$ cat src/rtl/mac_array_ctrl.sv
// Per-kernel sequencer for the weight-stationary MAC array: array reset, weight fill and
// load, settle gap, activation fill, execute and OFIFO drain, once per kernel index.
module mac_array_ctrl #(
  parameter int unsigned row     = 8,
  parameter int unsigned col     = 8,
  parameter int unsigned len_kij = 9,
  parameter int unsigned len_nij = 36,
  parameter int unsigned w_aw    = 7,
  parameter int unsigned x_aw    = 6
) (
  input  logic            clk,
  input  logic            reset,
  input  logic            start,
  output logic            busy,
  output logic            done,
  output logic            w_ren,
  output logic [w_aw-1:0] w_addr,
  output logic            x_ren,
  output logic [x_aw-1:0] x_addr,
  output logic            l0_wr,
  output logic            l0_rd,
  input  logic            l0_full,
  output logic            array_rst,
  output logic [1:0]      inst_w,
  input  logic            ofifo_valid,
  output logic            ofifo_rd,
  output logic [3:0]      kij_idx,
  output logic [3:0]      state_dbg
);

  localparam int unsigned CMAX = (row + col > len_nij) ? row + col : len_nij;
  localparam int unsigned CW   = $clog2(CMAX + 1);

  localparam logic [CW-1:0] COL_LAST = CW'(col - 1);
  localparam logic [CW-1:0] GAP_LAST = CW'(row + col - 1);
  localparam logic [CW-1:0] NIJ_LAST = CW'(len_nij - 1);
  localparam logic [CW-1:0] CNT_ONE  = CW'(1);
  localparam logic [3:0]    KIJ_LAST = 4'(len_kij - 1);

  typedef enum logic [3:0] {
    IDLE  = 4'd0,
    ARST  = 4'd1,
    WFILL = 4'd2,
    WLOAD = 4'd3,
    WGAP  = 4'd4,
    XFILL = 4'd5,
    EXEC  = 4'd6,
    DRAIN = 4'd7,
    DONE  = 4'd8
  } state_t;

  state_t        state, state_nxt;
  logic [CW-1:0] cnt, cnt_nxt;
  logic          fill_done, fill_done_nxt;
  logic [3:0]    kij_nxt;

  // Handshakes: an SRAM read is issued only when l0_full is low (the data lands in L0 one
  // cycle later, so one free entry suffices); an OFIFO row is consumed in exactly the
  // cycles where ofifo_valid and ofifo_rd are both high. Neither side ever times out.

  always_ff @(posedge clk or posedge reset) begin
    if (reset) begin
      state     <= IDLE;
      cnt       <= '0;
      fill_done <= 1'b0;
      kij_idx   <= '0;
      l0_wr     <= 1'b0;
    end else begin
      state     <= state_nxt;
      cnt       <= cnt_nxt;
      fill_done <= fill_done_nxt;
      kij_idx   <= kij_nxt;
      l0_wr     <= w_ren | x_ren;
    end
  end

  always_comb begin
    state_nxt     = state;
    cnt_nxt       = cnt;
    fill_done_nxt = fill_done;
    kij_nxt       = kij_idx;
    w_ren         = 1'b0;
    x_ren         = 1'b0;
    l0_rd         = 1'b0;
    array_rst     = 1'b0;
    inst_w        = 2'b00;
    ofifo_rd      = 1'b0;
    case (state)
      IDLE: begin
        if (start) begin
          state_nxt     = ARST;
          kij_nxt       = '0;
          cnt_nxt       = '0;
          fill_done_nxt = 1'b0;
        end
      end
      ARST: begin
        array_rst     = 1'b1;
        state_nxt     = WFILL;
        cnt_nxt       = '0;
        fill_done_nxt = 1'b0;
      end
      // cnt holds at the last index once all reads are out, so the address never
      // steps past the final weight of the last kernel.
      WFILL: begin
        if (fill_done) begin
          state_nxt     = WLOAD;
          cnt_nxt       = '0;
          fill_done_nxt = 1'b0;
        end else if (!l0_full) begin
          w_ren = 1'b1;
          if (cnt == COL_LAST) fill_done_nxt = 1'b1;
          else                 cnt_nxt       = cnt + CNT_ONE;
        end
      end
      WLOAD: begin
        l0_rd  = 1'b1;
        inst_w = 2'b01;
        if (cnt == COL_LAST) begin
          state_nxt = WGAP;
          cnt_nxt   = '0;
        end else begin
          cnt_nxt = cnt + CNT_ONE;
        end
      end
      WGAP: begin
        if (cnt == GAP_LAST) begin
          state_nxt = XFILL;
          cnt_nxt   = '0;
        end else begin
          cnt_nxt = cnt + CNT_ONE;
        end
      end
      XFILL: begin
        if (fill_done) begin
          state_nxt     = EXEC;
          cnt_nxt       = '0;
          fill_done_nxt = 1'b0;
        end else if (!l0_full) begin
          x_ren = 1'b1;
          if (cnt == NIJ_LAST) fill_done_nxt = 1'b1;
          else                 cnt_nxt       = cnt + CNT_ONE;
        end
      end
      EXEC: begin
        l0_rd  = 1'b1;
        inst_w = 2'b10;
        if (cnt == NIJ_LAST) begin
          state_nxt = DRAIN;
          cnt_nxt   = '0;
        end else begin
          cnt_nxt = cnt + CNT_ONE;
        end
      end
      DRAIN: begin
        if (ofifo_valid) begin
          ofifo_rd = 1'b1;
          if (cnt == NIJ_LAST) begin
            cnt_nxt = '0;
            if (kij_idx == KIJ_LAST) begin
              state_nxt = DONE;
            end else begin
              kij_nxt   = kij_idx + 4'd1;
              state_nxt = ARST;
            end
          end else begin
            cnt_nxt = cnt + CNT_ONE;
          end
        end
      end
      DONE:    state_nxt = IDLE;
      default: state_nxt = IDLE;
    endcase
  end

  assign busy      = (state != IDLE) && (state != DONE);
  assign done      = (state == DONE);
  assign w_addr    = (state == WFILL) ? w_aw'(32'(kij_idx) * col + 32'(cnt)) : '0;
  assign x_addr    = (state == XFILL) ? x_aw'(cnt) : '0;
  assign state_dbg = state;

endmodule

$ cat config.mk
export PLATFORM = sky130hd
export DESIGN_NAME = mac_array_ctrl
export DESIGN_NICKNAME = d
export VERILOG_FILES = /design/src/rtl/mac_array_ctrl.sv
export SDC_FILE = /design/constraint.sdc
export NUM_CORES = 1
export LEC_CHECK = 0
export ABC_AREA = 1
export CAP_MARGIN = 40
export CORE_ASPECT_RATIO = 0.7
export CORE_MARGIN = 8
export CORE_UTILIZATION = 30
export DETAILED_ROUTE_END_ITERATION = 6
export SKIP_CTS_REPAIR_TIMING = 1
export SLEW_MARGIN = 20
export SYNTH_ARGS = -nofsm -noshare
export SYNTH_HDL_FRONTEND = slang
export SYNTH_SLANG_ARGS = --single-unit
$ cat constraint.sdc
create_clock -name clk -period 2.94 [get_ports clk]
set_clock_uncertainty 0.1 [all_clocks]
set_input_delay 0.588 -clock clk [delete_from_list [all_inputs] [get_ports clk]]
set_output_delay 0.588 -clock clk [all_outputs]
set_load 0.005 [all_outputs]
Word level (Yosys, flattened, before mapping):

Index checks and enable logic that the tools add are counted.

* register bits: 16
* output and inout bits: 31
* memories kept: 0
* bits in latches: 0
* bits in read-only memories: 0
* input port bits: 5
* RAM bits: 0
* logic and storage cells: 92

* multiplexer cells: 46
* equal/unequal tests: 26
* add/subtract/negate cells: 3
* magnitude comparators: 0
* multiply operators: 0
* divide/modulo/power cells: 0
* reduce and logical (&&, ||, !) cells: 11
* shift operators: 0
* bitwise logic cells: 1

Operator list (number)
* 2-to-1 mux 6 bit: 12
* 2-to-1 mux 4 bit: 13
* case mux 6 bit (8 select lines): 1
* case mux 4 bit (8 select lines): 1
* != test 2 bit (second input constant): 9
* == test 4 x 3 -> 1 bit (second input constant): 4
* 2-to-1 mux 1 bit: 15
* != test 3 bit (second input constant): 4
* == test 4 x 2 -> 1 bit (second input constant): 2
* == test 4 bit (second input constant): 2
* case mux 4 bit (2 select lines): 1
* AND reduction 8 bit: 1
* nonzero test 4 bit: 2
* nonzero test 8 bit: 1
* adder 7 x 6 -> 7 bit: 1
* 2-to-1 mux 7 bit: 1
* AND reduction 7 bit: 1
* adder 6 x 1 -> 6 bit (second input constant): 1
* == test 6 x 3 -> 1 bit (second input constant): 1
* == test 6 x 4 -> 1 bit (second input constant): 1
* == test 6 bit (second input constant): 1
* AND reduction 5 bit: 1
* adder 4 x 1 -> 4 bit (second input constant): 1
* == test 4 x 1 -> 1 bit (second input constant): 1
* 9 further kinds: 9

Longest topological paths before layout:

* depth in word-level cells: 5
* gate-level depth with buffers: 11
* gate-level depth less buffers: 11

Worst setup path before layout:

No wires, ideal clock.

* path kind: register to output
* from: reg kij_idx[0]
* to: out w_addr[4]
* path buffers: 0
* data arrival time: 1268 ps
* path slack: 984 ps
* stages on the path, launching flop included: 5
* data required time: 2252 ps
* cells stage by stage: dfrtp_1 -> ha_1 -> fa_1 -> inv_1 -> nor2_1

* word-level cells in the longest chain between the ends: 2

RTL lines
* from (decl): line 27 `output logic [3:0] kij_idx,`
* from (signal assigned): line 72 `kij_idx <= kij_nxt;`
* adder 7 x 6 -> 7 bit: line 178 `assign w_addr = (state == WFILL) ? w_aw'(32'(kij_idx) * col + 32'(cnt)) : '0;`
* 2-to-1 mux 7 bit: line 178
* to (decl): line 17 `output logic [w_aw-1:0] w_addr,`

No other way between the ends.

Worst setup path in the final report:

Same ends and word-level chain as after synthesis.

==> results.md <==
* Largest net degree at the start of global routing at 17
* GRT Overall Usage at 12.1%
* DRT antenna net count at 0
* Pre-CTS setup slack at 434 ps
* Initial antenna violation count at 0
* Post-layout minimum cycle time at ~2700 ps
* Final TNS setup at 0 ps
* Post-DP Area at 1910 um2
* CTS Buffer Depth at 2
* Top Usage Layer GRT: met2
* Final setup margin at 195 ps
* Hold WC Path Type: flop to flop
* Peak VDD IR at 0.332 mV
* Worst R2R Path Depth at 10
* Compound-Gate Fraction of Synth Area at under 10%
* Status: completed
* CTS tree: yes
* Mapped Area at 1480 um2
* Top-Level Pins at 36
* Root Driver: clkbuf_8
* Critical path peak fanout at 6
* Post-Synth Adder-Cell Area at roughly 6.4%
* Main combinational cell family by area after synthesis: simple AND/OR/NAND/NOR gates
* Worst setup SP type: flop
* Gpl congestion at 0.850
* Reg-to-reg startpoint: cnt[0]$_DFFE_PP0P_
* Pins over their slew limit at 0
* M3 GR Usage at 3.51%
* Diodes inserted at 0
* Simple-Gate Fraction of Synth Area at 47.3%
* Synthesized net count at 241
* CP max stage cell: clkdlybuf4s50_1
* Initial detailed-routing violation count at about 160
* Initial core utilization at 31.1%
* Power Dens Cells at around 700 nW/um2
* Register area share after synthesis at 27.0%
* Largest cells by area after synthesis: dfrtp_1, nand2_1, nor2_1
* DRC viols at 0
* Die ar. at approximately 7500 um2
* Nets at 280
* Final hold violation count at 0
* First drt pass iteration count at 4
* M1 GR Usage at 16.4%
* Post-Route WL at roughly 4300 um
* H-Tree Depth at 1
* Netlist cell types at 31
* Via density per instance at 4.51
* Worst Tran Pin Value at 668 ps
* First-pass GRT wire length at 7080 um
* Layout area overhead at 32.9%
* Post-Place Cells at 332
* Share of cells above drive strength 1 at 15.4%
* R2r setup slk at 990 ps
* FF+latch count, synth at 16
* Dpl hpwl at 3370 um
* Peak Freq at between 300 and 400 MHz
* Clock-pin transition on the worst setup and hold timing paths at about 60 ps
* Top cell type by total area after synthesis: dfrtp_1
* Clock sink total at 16
* Setup CP Type: flop to primary output
* Post-DR wirelength/cell at 12.7 um
* Post-Synth XOR/XNOR Area at 1.77%
* Avg Synthesized Cell Area at around 6.5 um2
* Critical path, cell by cell: ha_1 -> fa_1 -> inv_1 -> nor2_1 -> clkdlybuf4s50_1
* Warnings, synthesis at 0
* FP Rows at 21
* CP max stage delay at 510 ps
* Final setup viols at 0
* Multiplexer share of the synthesized area at 0%
* Port bufs at 35
* CTS Buf Count at 3
* RSZ-0062 raised after global routing: no
* Vias in the first global route at approximately 1.4k
* Critical path startpoint: kij_idx[0]$_DFFE_PP0P_
* Required @ worst endpoint at ~2300 ps
* Finished Layout Cells at 336
* Top cell type's share of synthesized area at 27.0%
* Max_cap viols at 0
* Worst Hold Launch: fill_done$_DFFE_PP0P_
* Total number of vias at 1,517
* Critical Path Sink: w_addr[4]
* Die Y at 74.8 um
* Synthesized instance count at ~230
* Total core area at 4760 um2
* Final worst-path cycle share at 93.4%
* Met2 Track Usage GR at a little under a fifth
* Slew HR at 55.4%
* Worst path arrival time at between 2000 and 2500 ps
* Design area at 1970 um2
* Leakage at between 0.9 and 1 nW
* Critical Path End Type: primary output
* Die Wd at 100 um
* Latest clock arrival within the worst-skew pair at 260 ps
* RR Endpoint: state_dbg[1]$_DFFE_PP0P_
* Grt ovf at 0
-- sequential cells by signal (all words and copies together) (netlist names) --
name	count
state_dbg	4
fill_done	1
l0_wr	1
kij_idx	4
cnt	6
-- where the power goes --
| group | switching, mW | internal, mW |
|---|---|---|
| sequential | 0.0843 | 0.268 |
| combinational | 0.512 | 0.344 |
| clock | 0.0817 | 0.119 |
-- kinds of logic after synthesis --
logic type      count (synthesis)
simple gates                  146
buf+inv                        37
compound gates                 20
flops                          16
fa+ha+maj                       7
xor+xnor                        3
-- synth_stat cells (all sizes together) --
master  instances
fa              1
nand3b          1
nor2           39
ha              6
or2             1
nand4           3
o21ai          12
xor2            2
dfrtp          16
xnor2           1
nor3            4
o221ai          1
a21oi           5
o211ai          1
nand3          22
buf             1
nand2          76
a31oi           1
inv            36
-- layout make-up --
type                            instances  area [um2]
Tap cell                               69        86.3
Multi-Input combinational cell        176         941
Clock buffer                            4        55.1
Timing Repair Buffer                   35         350
Fill cell                             525        2790
Inverter                               36         135
Sequential cell                        16         400
-- worst min path at each step --
stage | to | cells after the start
3_3_place_gp | cnt[3]$_DFFE_PP0P_ | 2
2_1_floorplan | fill_done$_DFFE_PP0P_ | 2
3_5_place_dp | fill_done$_DFFE_PP0P_ | 2
4_1_cts | fill_done$_DFFE_PP0P_ | 2
6_report | fill_done$_DFFE_PP0P_ | 2
5_1_grt | fill_done$_DFFE_PP0P_ | 2
-- routing by layer --
layer	part of all wire, %	wire (um)
met1	50	2130
met2	42	1770
met3	7.6	325
met4	0.66	28
met5	0	0
-- through the flow --
step	hold WS, ps	utilization, %	power [mW]
after floorplan	380	-	0.908
after detailed placement	420	40.2	1.22
after global routing	493	41.4	1.54
after CTS	453	41.4	1.43
after global placement	467	40.2	1.22
final	445	41.4	1.41
-- worst max-delay path: cells and delay by family, from the launching register on --
family,cells,cell delay (ps)
adder cells (fa/ha/maj),2,740
buffers and inverters,2,550
flip-flops,1,440
AND/OR/NAND/NOR,1,80
-- cells in the final DEF (no fill, tap or decap), types with 2 or more instances in the layout --
master	instances
o21ai_1	3
inv_2	8
inv_1	28
a21oi_1	4
clkdlybuf4s50_1	35
nand2_2	13
ha_1	6
dfrtp_1	16
nor3_1	2
nand4_1	3
nor2_1	34
nand2_1	60
o21ai_2	2
o21ai_0	7
nand3_1	20
xor2_1	2
nand2_4	3
nor2_2	4
clkbuf_8	4
No activity file was read; power rests on OpenSTA's default activity.
